## config.mk

```make
export PLATFORM = sky130hd
export DESIGN_NAME = mac_operand_issuer
export DESIGN_NICKNAME = d
export VERILOG_FILES = /design/src/rtl/mac_operand_issuer_pkg.sv /design/src/rtl/mac_operand_issuer_pair_fifo.sv /design/src/rtl/mac_operand_issuer.sv
export SDC_FILE = /design/constraint.sdc
export NUM_CORES = 1
export LEC_CHECK = 0
export ABC_AREA = 1
export ABC_CLOCK_PERIOD_IN_PS = 2500
export CORE_ASPECT_RATIO = 1.5
export CORE_MARGIN = 4
export CORE_UTILIZATION = 48
export CTS_CLUSTER_SIZE = 12
export DETAILED_ROUTE_END_ITERATION = 10
export PLACE_DENSITY = 0.82
export SETUP_SLACK_MARGIN = 0.5
export SLEW_MARGIN = 20
export SYNTH_ARGS = -nofsm -noshare
export SYNTH_HDL_FRONTEND = slang
export SYNTH_HIERARCHICAL = 1
export SYNTH_SLANG_ARGS = --single-unit
```

## constraint.sdc

```tcl
create_clock -name clk -period 2.5 [get_ports clk]
set_input_delay 0.375 -clock clk [delete_from_list [all_inputs] [get_ports clk]]
set_output_delay 0.375 -clock clk [all_outputs]
set_load 0.005 [all_outputs]
```

## src/rtl/mac_operand_issuer_pkg.sv

```systemverilog
// Shared definitions for the MAC operand issuer: default operand width,
// byte-collector states and the packed pair-entry layout {clear, a, b}.
package mac_operand_issuer_pkg;

  localparam int unsigned DATA_W_DEF = 8;

  typedef enum logic {
    WAIT_A = 1'b0,
    WAIT_B = 1'b1
  } issuer_state_t;

  // Width of one queued pair entry: clear tag + operand A + operand B.
  function automatic int unsigned pair_w(input int unsigned dw);
    return 2 * dw + 1;
  endfunction

endpackage

```

## src/rtl/mac_operand_issuer_pair_fifo.sv

```systemverilog
// DEPTH-entry register FIFO for operand pairs. Pointers carry one extra MSB
// so full and empty are distinguished without an occupancy counter.
module pair_fifo #(
  parameter int unsigned W     = 17,
  parameter int unsigned DEPTH = 2
) (
  input  logic         clk,
  input  logic         rst,
  input  logic         flush,
  input  logic         push,
  input  logic         pop,
  input  logic [W-1:0] din,
  output logic [W-1:0] dout,
  output logic         full,
  output logic         empty
);

  localparam int unsigned AW = (DEPTH > 1) ? $clog2(DEPTH) : 1;

  logic [W-1:0] mem [DEPTH];
  logic [AW:0]  wr_ptr;
  logic [AW:0]  rd_ptr;
  logic         do_push;
  logic         do_pop;

  assign empty   = (wr_ptr == rd_ptr);
  assign full    = (wr_ptr[AW] != rd_ptr[AW]) && (wr_ptr[AW-1:0] == rd_ptr[AW-1:0]);
  assign do_push = push & ~full & ~flush;
  assign do_pop  = pop & ~empty & ~flush;
  assign dout    = mem[rd_ptr[AW-1:0]];

  // Pointer update; flush empties the queue regardless of push/pop.
  always_ff @(posedge clk or posedge rst) begin
    if (rst) begin
      wr_ptr <= '0;
      rd_ptr <= '0;
    end else if (flush) begin
      wr_ptr <= '0;
      rd_ptr <= '0;
    end else begin
      if (do_push) wr_ptr <= wr_ptr + 1'b1;
      if (do_pop)  rd_ptr <= rd_ptr + 1'b1;
    end
  end

  // Entry storage; contents are only observed while non-empty.
  always_ff @(posedge clk) begin
    if (do_push) mem[wr_ptr[AW-1:0]] <= din;
  end

endmodule

```

## src/rtl/mac_operand_issuer.sv

```systemverilog
// Transmit side of the MAC operand interface: collects A then B bytes, tags
// pairs with a pending accumulator clear, queues them and issues them with a
// ready/valid handshake. Tracks dropped bytes and the number of issued pairs.
module mac_operand_issuer
  import mac_operand_issuer_pkg::*;
#(
  parameter int unsigned DATA_W = DATA_W_DEF,
  parameter int unsigned DEPTH  = 2,
  parameter int unsigned CNT_W  = 8
) (
  input  logic              clk,
  input  logic              rst,
  input  logic [DATA_W-1:0] byte_in,
  input  logic              byte_strobe,
  input  logic              cmd_clear,
  input  logic              flush,
  input  logic              ready_in,
  output logic [DATA_W-1:0] data_a_out,
  output logic [DATA_W-1:0] data_b_out,
  output logic              clear_mult_out,
  output logic              valid_out,
  output logic              byte_ready,
  output logic              overflow,
  output logic [CNT_W-1:0]  pair_count
);

  localparam int unsigned PW = pair_w(DATA_W);

  issuer_state_t     state;
  issuer_state_t     state_nxt;
  logic [DATA_W-1:0] a_reg;
  logic              clear_pending;
  logic              fifo_full;
  logic              fifo_empty;
  logic [PW-1:0]     head;
  logic [PW-1:0]     push_data;
  logic              accept;
  logic              push;
  logic              pop;

  // byte_ready depends only on registered state, never on ready_in.
  assign byte_ready = (state == WAIT_A) | ~fifo_full;
  assign accept     = byte_strobe & byte_ready & ~flush;
  assign push       = accept & (state == WAIT_B);
  assign pop        = ~fifo_empty & ready_in;
  assign push_data  = {clear_pending | cmd_clear, a_reg, byte_in};

  pair_fifo #(
    .W     (PW),
    .DEPTH (DEPTH)
  ) u_fifo (
    .clk   (clk),
    .rst   (rst),
    .flush (flush),
    .push  (push),
    .pop   (pop),
    .din   (push_data),
    .dout  (head),
    .full  (fifo_full),
    .empty (fifo_empty)
  );

  assign valid_out      = ~fifo_empty;
  assign data_a_out     = valid_out ? head[2*DATA_W-1:DATA_W] : '0;
  assign data_b_out     = valid_out ? head[DATA_W-1:0]        : '0;
  assign clear_mult_out = valid_out & head[PW-1];

  // Collector state register.
  always_ff @(posedge clk or posedge rst) begin
    if (rst) state <= WAIT_A;
    else     state <= state_nxt;
  end

  // Next state: each accepted byte toggles A/B; flush returns to WAIT_A.
  always_comb begin
    state_nxt = state;
    if (flush) begin
      state_nxt = WAIT_A;
    end else if (accept) begin
      state_nxt = (state == WAIT_A) ? WAIT_B : WAIT_A;
    end
  end

  // Operand A holding register.
  always_ff @(posedge clk or posedge rst) begin
    if (rst)                               a_reg <= '0;
    else if (accept && (state == WAIT_A))  a_reg <= byte_in;
  end

  // Pending clear: consumed by the push that carries it.
  always_ff @(posedge clk or posedge rst) begin
    if (rst)            clear_pending <= 1'b0;
    else if (flush)     clear_pending <= 1'b0;
    else if (push)      clear_pending <= 1'b0;
    else if (cmd_clear) clear_pending <= 1'b1;
  end

  // Sticky overflow on a dropped byte; flush clears it without raising it.
  always_ff @(posedge clk or posedge rst) begin
    if (rst)                            overflow <= 1'b0;
    else if (flush)                     overflow <= 1'b0;
    else if (byte_strobe && !byte_ready) overflow <= 1'b1;
  end

  // Issued-pair counter; a pop in the flush cycle still counts.
  always_ff @(posedge clk or posedge rst) begin
    if (rst)      pair_count <= '0;
    else if (pop) pair_count <= pair_count + 1'b1;
  end

endmodule

```

# Word-level counts from Yosys, hierarchy flattened
# Memory sizes are Yosys's and may differ from the RTL's.
# Cells that the tools add are included.
[word_totals]
register_bits = 23
ramBits = 34
inputBits = 14
output_inout_bits = 28
memories = 1
[op_classes]
addsub = 3
n_eq_ne = 3
n_mux = 16
bitwise = 15
reduce_logical = 9
[mem_list]
columns = ["memory", "words", "word_bits", "read_ports", "rd_ports_with_merged_regs", "write_ports", "line_no", "text"]
rows = [
  ["u_fifo.mem", 2, 17, 1, 0, 1, "mac_operand_issuer_pair_fifo.sv:20", "logic [W-1:0] mem [DEPTH];"],
]
[op_table]
columns = ["cell", "n"]
rows = [
  ["$mux 8", 2],
  ["$mux 1", 10],
  ["$and 1x1->1", 9],
  ["$add 8x1->8 const B", 1],
  ["$mux 2", 4],
  ["$reduce_bool 2->1", 4],
  ["$add 2x1->2 const B", 2],
  ["$not 1->1", 4],
  ["$logic_and 1x1->1", 3],
  ["$reduce_bool 3->1", 1],
  ["$eq 2x2->1", 1],
  ["$or 1x1->1", 2],
  ["$eq 1x1->1", 1],
  ["$logic_not 1->1", 1],
  ["$ne 1x1->1", 1],
]

# Logic depth before layout (Yosys ltp)
# Gate-level depths: netlist of run 1.
[depth]
word_depth = 11
mapped_depth = 13

# Hierarchy
# Netlist of run 1, hierarchy kept.
[modules_own_cells]
columns = ["mod", "n_inst", "cells_each", "area_per_inst_um2", "seq_area_each_um2"]
rows = [
  ["pair_fifo", 1, 134, 1524.0, 1121.1],
  ["mac_operand_issuer", 1, 141, 1098.6, 475.5],
]

# Least setup slack after synthesis of run 1
# No wires, ideal clock.
[synth_path]
path_kind = "register to register"
start = "register u_fifo.wr_ptr[0]"
end = "memory u_fifo.mem[1][0], enable pin"
arrival_ns = 1.853
t_required_ns = 2.111
slack_ns = 0.259
path_stages_with_launch = 11
path_buffers = 0
period_less_slack_ns = 2.241
cell_sequence = "dfrtp_1 inv_1 nand2_2 nand2_2 nand2_2 inv_1 nand2_1 nand2_1 nor2_1 nand2_2 nor3_2"
[synth_between]
elab_chain_len = 11
[synth_lines]
columns = ["element", "line_no", "text"]
rows = [
  ["start: declaration", "mac_operand_issuer_pair_fifo.sv:21", "logic [AW:0] wr_ptr;"],
  ["start signal: assignment", "mac_operand_issuer_pair_fifo.sv:41", "if (do_push) wr_ptr <= wr_ptr + 1'b1;"],
  ["$eq 1x1->1", "mac_operand_issuer_pair_fifo.sv:27", "assign full = (wr_ptr[AW] != rd_ptr[AW]) && (wr_ptr[AW-1:0] == rd_ptr[AW-1:0]);"],
  ["$logic_and 1x1->1", "mac_operand_issuer_pair_fifo.sv:27", ""],
  ["via fifo_full", "mac_operand_issuer.sv:33", "logic fifo_full;"],
  ["$not 1->1", "mac_operand_issuer.sv:42", "assign byte_ready = (state == WAIT_A) | ~fifo_full;"],
  ["$or 1x1->1", "mac_operand_issuer.sv:42", ""],
  ["via byte_ready", "mac_operand_issuer.sv:22", "output logic byte_ready,"],
  ["$and 1x1->1 (2 in a row)", "mac_operand_issuer.sv:43", "assign accept = byte_strobe & byte_ready & ~flush;"],
  ["$and 1x1->1", "mac_operand_issuer.sv:44", "assign push = accept & (state == WAIT_B);"],
  ["via push", "mac_operand_issuer.sv:38", "logic push;"],
  ["$and 1x1->1 (2 in a row)", "mac_operand_issuer_pair_fifo.sv:28", "assign do_push = push & ~full & ~flush;"],
  ["$mux 1", "mac_operand_issuer_pair_fifo.sv:48", "if (do_push) mem[wr_ptr[AW-1:0]] <= din;"],
  ["$mux 1 (implied by the code)", "mac_operand_issuer_pair_fifo.sv:48", ""],
  ["end: declaration", "mac_operand_issuer_pair_fifo.sv:20", ""],
]
# The timed path passes the listed nets, and every way through them passes these cells.

# Worst setup path after layout of run 1
[layout_path]
start = "register u_fifo.wr_ptr[0]"
end = "output port data_b_out[3]"
[layout_between]
elab_chain_len = 2
[layout_lines]
columns = ["element", "line_no", "text"]
rows = [
  ["$eq 2x2->1", "mac_operand_issuer_pair_fifo.sv:26", "assign empty = (wr_ptr == rd_ptr);"],
  ["via fifo_empty", "mac_operand_issuer.sv:34", "logic fifo_empty;"],
  ["$mux 8", "mac_operand_issuer.sv:65", "assign data_b_out = valid_out ? head[DATA_W-1:0] : '0;"],
  ["end: declaration", "mac_operand_issuer.sv:19", "output logic [DATA_W-1:0] data_b_out,"],
]
# The timed path passes the listed nets, and every way through them passes these cells.

==> results.rst, run 1 <==
.. list-table::
   :header-rows: 1

   * - Metric
     - Value
   * - Run status
     - completed
   * - Vertical extent of the die
     - 98.5 um
   * - Netlist area before placement
     - 0.00262 mm2
   * - Final-report max-slew violation count
     - 0
   * - Commonest cells after routing, fill and taps aside
     - sky130_fd_sc_hd__nand2_1 (95), sky130_fd_sc_hd__inv_1 (41), sky130_fd_sc_hd__edfxtp_1 (34)
   * - Data arrival time of the worst path
     - 1.68 ns
   * - Synthesized instance count
     - approximately 280
   * - Total area of sequential cells
     - 0.00160 mm2
   * - Die outline area
     - 0.00673 mm2
   * - Source-to-sink clock delay at the later pin of the worst-skew pair
     - between 0.3 and 0.4 ns
   * - Number of buffers created by CTS
     - 9
   * - Longest individual stage delay on the worst path
     - 0.45 ns
   * - Number of global-route vias before repair
     - about 2000
   * - Max FO, Critical Path
     - 4
   * - Ports
     - 42
   * - Maximum frequency from static timing analysis
     - 485 MHz
   * - Power per Cell Area
     - 610 mW/mm2
   * - CTS tree
     - built
   * - Number of iterations in the first detailed-routing pass
     - 4
   * - X dimension of the die
     - 68.4 um
   * - Leakage power figure
     - about 1.7 nW
   * - Antenna violations before repair
     - 0
   * - Global-route wire length before repair
     - 9.08 mm
   * - Fillers
     - 404
   * - Clk sinks
     - 57
   * - Final period util
     - 82.4%
   * - Core area
     - 0.00520 mm2
   * - Row count
     - 32
   * - DP Area
     - ~0.0031 mm2
   * - Post-detailed-route count of antenna-violating nets
     - 0
   * - Non-filler instance count after layout
     - 416
   * - Number of DRC violations after detailed-routing iteration 0
     - 50
   * - Ratio of cells with drive above 1 in the final layout
     - 28.2%
   * - Clock root cell
     - sky130_fd_sc_hd__clkbuf_8
   * - Vias per cell
     - 4.85
   * - Buffering stage count on the worst path with inverters included
     - 4
   * - Count of cell types in the netlist
     - 26
   * - Maximum Capacitance Violations
     - 0
   * - Final weighted congestion in routability-driven placement
     - 0.809
   * - Worst slew margin relative to its limit
     - between 40% and 50%
   * - Cells traversed along the worst timing path
     - inv_2 > nand2_2 > nand2_4 > nand2_4 > clkinvlp_4 > clkbuf_16 > nor2_1 > buf_2
   * - Routed Wire Length
     - 6.09 mm
   * - Initial core utilization
     - 50.4%
   * - Clock tree buffer depth
     - 2
   * - Kind of capture point of the worst setup path
     - primary output
   * - Setup Viol. Count Final
     - 0
   * - Post-detailed-route wirelength per cell
     - 14.6 um
   * - Flip-flop count of the largest register after layout
     - 34
   * - Hold_ws
     - 0.289 ns
   * - Top cell by count, worst path
     - sky130_fd_sc_hd__nand2_4
   * - Post-synthesis area per instance
     - 9.54 um2
   * - HP Class
     - in2async
   * - Flop2flop setup slack
     - 0.54 ns
   * - Required time of the critical path
     - about 2.1 ns
   * - Actual slew at the worst max-slew pin
     - slightly below 0.8 ns
   * - FF+latch count, synth
     - 57
   * - Tot Pwr
     - 2.16 mW
   * - Clock transition at path regs
     - about 0.060 ns
   * - Crit path max-delay family
     - buffers and inverters
   * - VDD IR-drop max
     - 676 uV
   * - Clock skew after layout
     - 0.00967 ns
   * - Summed area of non-filler cells in the final layout
     - 0.00355 mm2
   * - Overall overflow remaining after global route
     - 0
   * - Cell with the biggest individual delay on the critical path
     - sky130_fd_sc_hd__dfrtp_1
   * - Number of nets in the layout
     - 358
   * - Critical Path Source Type
     - register
   * - Total number of vias
     - 2016
   * - Pin count of the biggest net entering global routing
     - 20
   * - Post-Place Setup Slack
     - 0.266 ns
   * - Sum of negative setup slack
     - 0 ns
   * - Total global routing track utilization
     - 18.3%
   * - Least setup slack across all paths after layout
     - 0.440 ns
   * - Cell types occupying the most area after synthesis
     - sky130_fd_sc_hd__edfxtp_1 (39%), sky130_fd_sc_hd__dfrtp_1 (22%), sky130_fd_sc_hd__nand2_1 (14%)
   * - DP HPWL
     - 3.49 mm
   * - Type of the worst setup path
     - reg2out
   * - Count of warnings emitted by yosys
     - 6
   * - Utilization of the core after routing
     - about 70%
   * - Most common cell after layout, fill and taps aside
     - sky130_fd_sc_hd__nand2_1
   * - N_diodes
     - 0
   * - Cell Count Post-Placement
     - between 300 and 400
   * - Setup repair after global routing missed its margin
     - true
   * - Number of failing hold endpoints at the final stage
     - 0
   * - Multi-input gate area in the final layout
     - 881 um2
   * - Post-Syn Nets
     - a little under 300
   * - Cell type with the highest aggregate area in the netlist
     - sky130_fd_sc_hd__edfxtp_1
   * - Startpoint of the most critical register-to-register path
     - u_fifo/rd_ptr[1]$_DFFE_PP0P_
   * - Share of synthesized area occupied by flip-flops and latches
     - 60.9%
   * - P&R area growth vs syn
     - 35.2%
   * - DRC
     - 0
   * - CTS H-Tree Depth
     - 3
   * - Fin crit period
     - just over 2 ns
   * - Top-area cell type share of the netlist area
     - 38.9%
   * - Endpoint of the most critical register-to-register path
     - u_fifo/mem[1][5]$_DFFE_PP_
   * - Buffers on Ports
     - 41
   * - Worst Reg2Reg Path Length in Cells
     - 12
   * - Post-cts hold buffer count
     - 0
==> how the worst max path moves through the flow <==
stage                                            start                         end  slack, ns  depth (start not counted)
after global placement    u_fifo/wr_ptr[0]$_DFFE_PP0P_               data_a_out[5]       0.29                          7
after detailed placement  u_fifo/wr_ptr[0]$_DFFE_PP0P_               data_b_out[7]       0.27                          7
after floorplan           u_fifo/rd_ptr[0]$_DFFE_PP0P_  u_fifo/mem[1][0]$_DFFE_PP_       0.53                         10
after global routing      u_fifo/wr_ptr[0]$_DFFE_PP0P_               data_b_out[3]       0.35                          8
final                     u_fifo/wr_ptr[0]$_DFFE_PP0P_               data_b_out[3]       0.44                          8
after CTS                 u_fifo/wr_ptr[0]$_DFFE_PP0P_               data_b_out[7]       0.49                          8
==> what timing repair did <==
item / in CTS / in global routing
gates resized for setup: 24 / 76
setup buffers: 8 / 5
endpoints found under the setup margin: 19 / 52
cloned: 0 / 5
pin swaps: 2 / 16
==> power by group <==
group | internal (mW) | switching [mW] | total (mW) | leakage (nW)
registers | 1.06 | 0.0508 | 1.11 | 0.597
clock network | 0.449 | 0.337 | 0.786 | 0.0898
logic | 0.128 | 0.138 | 0.266 | 1.03
==> Yosys cell counts, drive strengths merged <==
cell type,instances
nand2,105
inv,49
edfxtp,34
nor2,27
dfrtp,23
nand3,11
o21ai,8
buf,6
nand4,5
a21oi,1
ha,1
nand3b,1
nor3,1
or2,1
xnor2,1
xor2,1
==> layout make-up <==
class	instances	area share [%]
flip-flops and latches	57	45.1
multi-input cells	163	24.8
repair buffers	63	17.2
inverters	49	5.50
clock buffers	11	3.71
well taps	68	2.40
clock inverters	5	1.31
==> logic make-up (layout without fill, tap and decap cells) <==
| group | after synthesis | count (layout) | synth area share (%) |
|---|---|---|---|
| AND/OR/NAND/NOR | 151 | 151 | 26.0 |
| flip-flops | 57 | 57 | 60.9 |
| XOR/XNOR | 2 | 2 | 0.668 |
| AO/OA/AOI/OAI | 9 | 9 | 2.86 |
| adder cells (fa/ha/maj) | 1 | 1 | 0.477 |
| buffers and inverters | 55 | 128 | 9.11 |
==> routing by layer <==
metal / GRT usage (%) / vias up / wire length [um]
li1: - / 980 / -
met1: 20.1 / 962 / 2360
met2: 32.5 / 63 / 3360
met3: 4.79 / 11 / 254
met4: 6.74 / 0 / 119
met5: 0 / - / 0
No activity file was read; power rests on OpenSTA's default activity.
==> run 2: changes to the inputs <==
- ABC_CLOCK_PERIOD_IN_PS: 2500 -> 2000
- clock period: 2.5 -> 2 ns (I/O delays scaled with it)
==> results.rst, run 2 (synthesis gave the netlist of run 1 again) <==
.. list-table::
   :header-rows: 1

   * - Metric
     - Value
   * - Psw
     - 719 uW (was 526 uW)
   * - Number of DRC violations after detailed-routing iteration 0
     - 114 (was 50)
   * - Sequential cell fraction of total power
     - 50.2% (was 51.4%)
   * - Switching share of total power
     - 26.1% (was 24.3%)
   * - Utilization of the core after routing
     - 74.4% (was 68.1%)
   * - Setup Viol. Count Final
     - 0 (unchanged)
   * - Hold_ws
     - 0.173 ns (was 0.289 ns)
   * - Number of iterations in the first detailed-routing pass
     - 4 (unchanged)
   * - Clock transition at path regs
     - 0.06 ns (about the same)
   * - Flip-flop count of the largest register after layout
     - 34 (unchanged)
   * - Clock skew after layout
     - 0.00358 ns (was 0.00967 ns)
   * - Endpoint of the most critical register-to-register path
     - u_fifo/mem[1][5]$_DFFE_PP_ (unchanged)
   * - Commonest cells after routing, fill and taps aside
     - sky130_fd_sc_hd__nand2_1 (84), sky130_fd_sc_hd__inv_1 (40), sky130_fd_sc_hd__edfxtp_1 (34) (was sky130_fd_sc_hd__nand2_1 (95), sky130_fd_sc_hd__inv_1 (41), sky130_fd_sc_hd__edfxtp_1 (34))
   * - Total global routing track utilization
     - 19.2% (was 18.3%)
   * - Fin crit period
     - approximately 1.9 ns
   * - Clock tree buffer depth
     - 2 (unchanged)
   * - Ports
     - 42 (unchanged)
   * - Critical Path Source Type
     - register (unchanged)
   * - Internal power component
     - 2.04 mW (was 1.64 mW)
   * - Core area
     - 0.00520 mm2 (unchanged)
   * - Row count
     - 32 (unchanged)
   * - Die outline area
     - 0.00673 mm2 (unchanged)
   * - Maximum frequency from static timing analysis
     - 520 MHz
   * - HP Class
     - in2async (unchanged)
   * - Routed Wire Length
     - 6.65 mm (was 6.09 mm)
   * - Type of the worst setup path
     - reg2out (unchanged)
   * - Final weighted congestion in routability-driven placement
     - 0.745 (was 0.809)
   * - Buffers on Ports
     - 41 (unchanged)
   * - Combinational group share of total power
     - 15.2% (was 12.3%)
   * - DRC
     - 0 (unchanged)
   * - Pin count of the biggest net entering global routing
     - 21 (was 20)
   * - Post-cts hold buffer count
     - 0 (unchanged)
   * - N_diodes
     - 0 (unchanged)
   * - Source-to-sink clock delay at the later pin of the worst-skew pair
     - 0.33 ns (about the same)
   * - Overall overflow remaining after global route
     - 0 (unchanged)
   * - Source of the critical timing path
     - u_fifo/rd_ptr[1]$_DFFE_PP0P_ (was u_fifo/wr_ptr[0]$_DFFE_PP0P_)
   * - P&R area growth vs syn
     - 47.6% (was 35.2%)
   * - Vertical extent of the die
     - 98.5 um (unchanged)
   * - Number of buffers created by CTS
     - 9 (unchanged)
   * - Cell Count Post-Placement
     - 391 (was 382)
   * - Vias per cell
     - 4.81 (was 4.85)
   * - Sum of negative setup slack
     - 0 ns (unchanged)
   * - CTS H-Tree Depth
     - 3 (unchanged)
   * - Required time of the critical path
     - 1.70 ns (was 2.12 ns)
   * - CTS tree
     - built (unchanged)
   * - Startpoint of the most critical register-to-register path
     - u_fifo/wr_ptr[1]$_DFFE_PP0P_ (was u_fifo/rd_ptr[1]$_DFFE_PP0P_)
   * - Setup repair after global routing missed its margin
     - true (unchanged)
   * - Antenna violations before repair
     - 0 (unchanged)
   * - Clk sinks
     - 57 (unchanged)
   * - Number of failing hold endpoints at the final stage
     - 0 (unchanged)
   * - Actual slew at the worst max-slew pin
     - 0.317 ns (was 0.780 ns)
   * - Non-filler instance count after layout
     - 441 (was 416)
   * - Leakage power figure
     - 1.93 nW (was 1.72 nW)
   * - Post-detailed-route count of antenna-violating nets
     - 0 (unchanged)
   * - Initial core utilization
     - 50.4% (unchanged)
   * - Crit path to
     - data_a_out[7] (was data_b_out[3])
   * - Post-detailed-route wirelength per cell
     - 15.1 um (was 14.6 um)
   * - Flop2flop setup slack
     - 0.08 ns (was 0.54 ns)
   * - DP HPWL
     - 3.49 mm (about the same)
   * - Power per Cell Area
     - 712 mW/mm2 (was 610 mW/mm2)
   * - Global-route wire length before repair
     - 9.51 mm (was 9.08 mm)
   * - Total number of vias
     - 2121 (was 2016)
   * - Final period util
     - 96.2%
   * - Clock root cell
     - sky130_fd_sc_hd__clkbuf_8 (unchanged)
   * - X dimension of the die
     - 68.4 um (unchanged)
   * - Data arrival time of the worst path
     - 1.62 ns (was 1.68 ns)
   * - Worst slew margin relative to its limit
     - 78.8% (was 47.9%)
   * - VDD IR-drop max
     - 589 uV (was 676 uV)
   * - Run status
     - completed (unchanged)
   * - Maximum Capacitance Violations
     - 0 (unchanged)
   * - Max FO, Critical Path
     - 3 (was 4)
   * - Worst Reg2Reg Path Length in Cells
     - 12 (unchanged)
   * - Share of power burned in the clock network
     - 34.5% (was 36.3%)
   * - Number of global-route vias before repair
     - 2047 (was 2005)
   * - Final-report max-slew violation count
     - 0 (unchanged)
   * - Most common cell after layout, fill and taps aside
     - sky130_fd_sc_hd__nand2_1 (unchanged)
   * - Number of nets in the layout
     - 383 (was 358)
   * - Kind of capture point of the worst setup path
     - primary output (unchanged)
   * - Ratio of cells with drive above 1 in the final layout
     - 38.9% (was 28.2%)
-- run 2: stage by stage --
step                      worst slack, ns  power, mW  cell area, um2
after floorplan                    0.0264       1.56            2650
after global placement              0.136       1.70            3200
after detailed placement           0.0524       1.72            3200
after CTS                           0.150       2.69            3530
after global routing               0.0183       2.87            3870
final                              0.0768       2.76            3870
-- run 2: layout make-up --
| class | instances | area (um2) |
|---|---|---|
| fill | 358 | 1340 |
| clock buffer | 13 | 159 |
| multi-input combinational | 163 | 977 |
| clock inverter | 3 | 15.0 |
| inverter | 49 | 213 |
| timing repair buffer | 88 | 825 |
| tap | 68 | 85.1 |
| sequential | 57 | 1600 |
-- run 2: critical path: stages (launching register included) --
cell,delay [ns]
sky130_fd_sc_hd__dfrtp_1,0.43
sky130_fd_sc_hd__buf_6,0.14
sky130_fd_sc_hd__nand2_2,0.06
sky130_fd_sc_hd__nand2_2,0.06
sky130_fd_sc_hd__nand2_4,0.09
sky130_fd_sc_hd__inv_4,0.04
sky130_fd_sc_hd__buf_4,0.12
sky130_fd_sc_hd__buf_6,0.13
sky130_fd_sc_hd__nor2_1,0.08
sky130_fd_sc_hd__buf_2,0.13
-- run 2: worst min path at each step --
stage | startpoint | to
2_1_floorplan | rst | u_fifo/rd_ptr[0]$_DFFE_PP0P_
3_3_place_gp | a_reg[6]$_DFFE_PP0P_ | u_fifo/mem[1][14]$_DFFE_PP_
3_5_place_dp | a_reg[6]$_DFFE_PP0P_ | u_fifo/mem[0][14]$_DFFE_PP_
4_1_cts | rst | a_reg[4]$_DFFE_PP0P_
5_1_grt | rst | a_reg[5]$_DFFE_PP0P_
6_report | rst | a_reg[5]$_DFFE_PP0P_
-- run 2: what timing repair did --
item                       CTS  global route
setup endpoints to repair   64            67
pin swaps                   19            20
gates resized for setup    105            55
cloned                       0             2
setup buffers               21            11
-- run 2: power groups by stage --
stage / sequential (mW) / combinational [mW] / clock (mW)
3_5_place_dp: 1.41 / 0.314 / 0
6_report: 1.38 / 0.420 / 0.952
5_1_grt: 1.39 / 0.456 / 1.02
2_1_floorplan: 1.40 / 0.168 / 0
4_1_cts: 1.37 / 0.352 / 0.968
3_3_place_gp: 1.40 / 0.301 / 0
-- run 2: per-layer routing --
layer  up-vias  track usage, %  share of wire, %
li1       1032               -                 -
met1      1000            21.2                35
met2        71            32.7                56
met3        18            5.02               5.6
met4         0            9.65               3.0
met5         -               0                 0
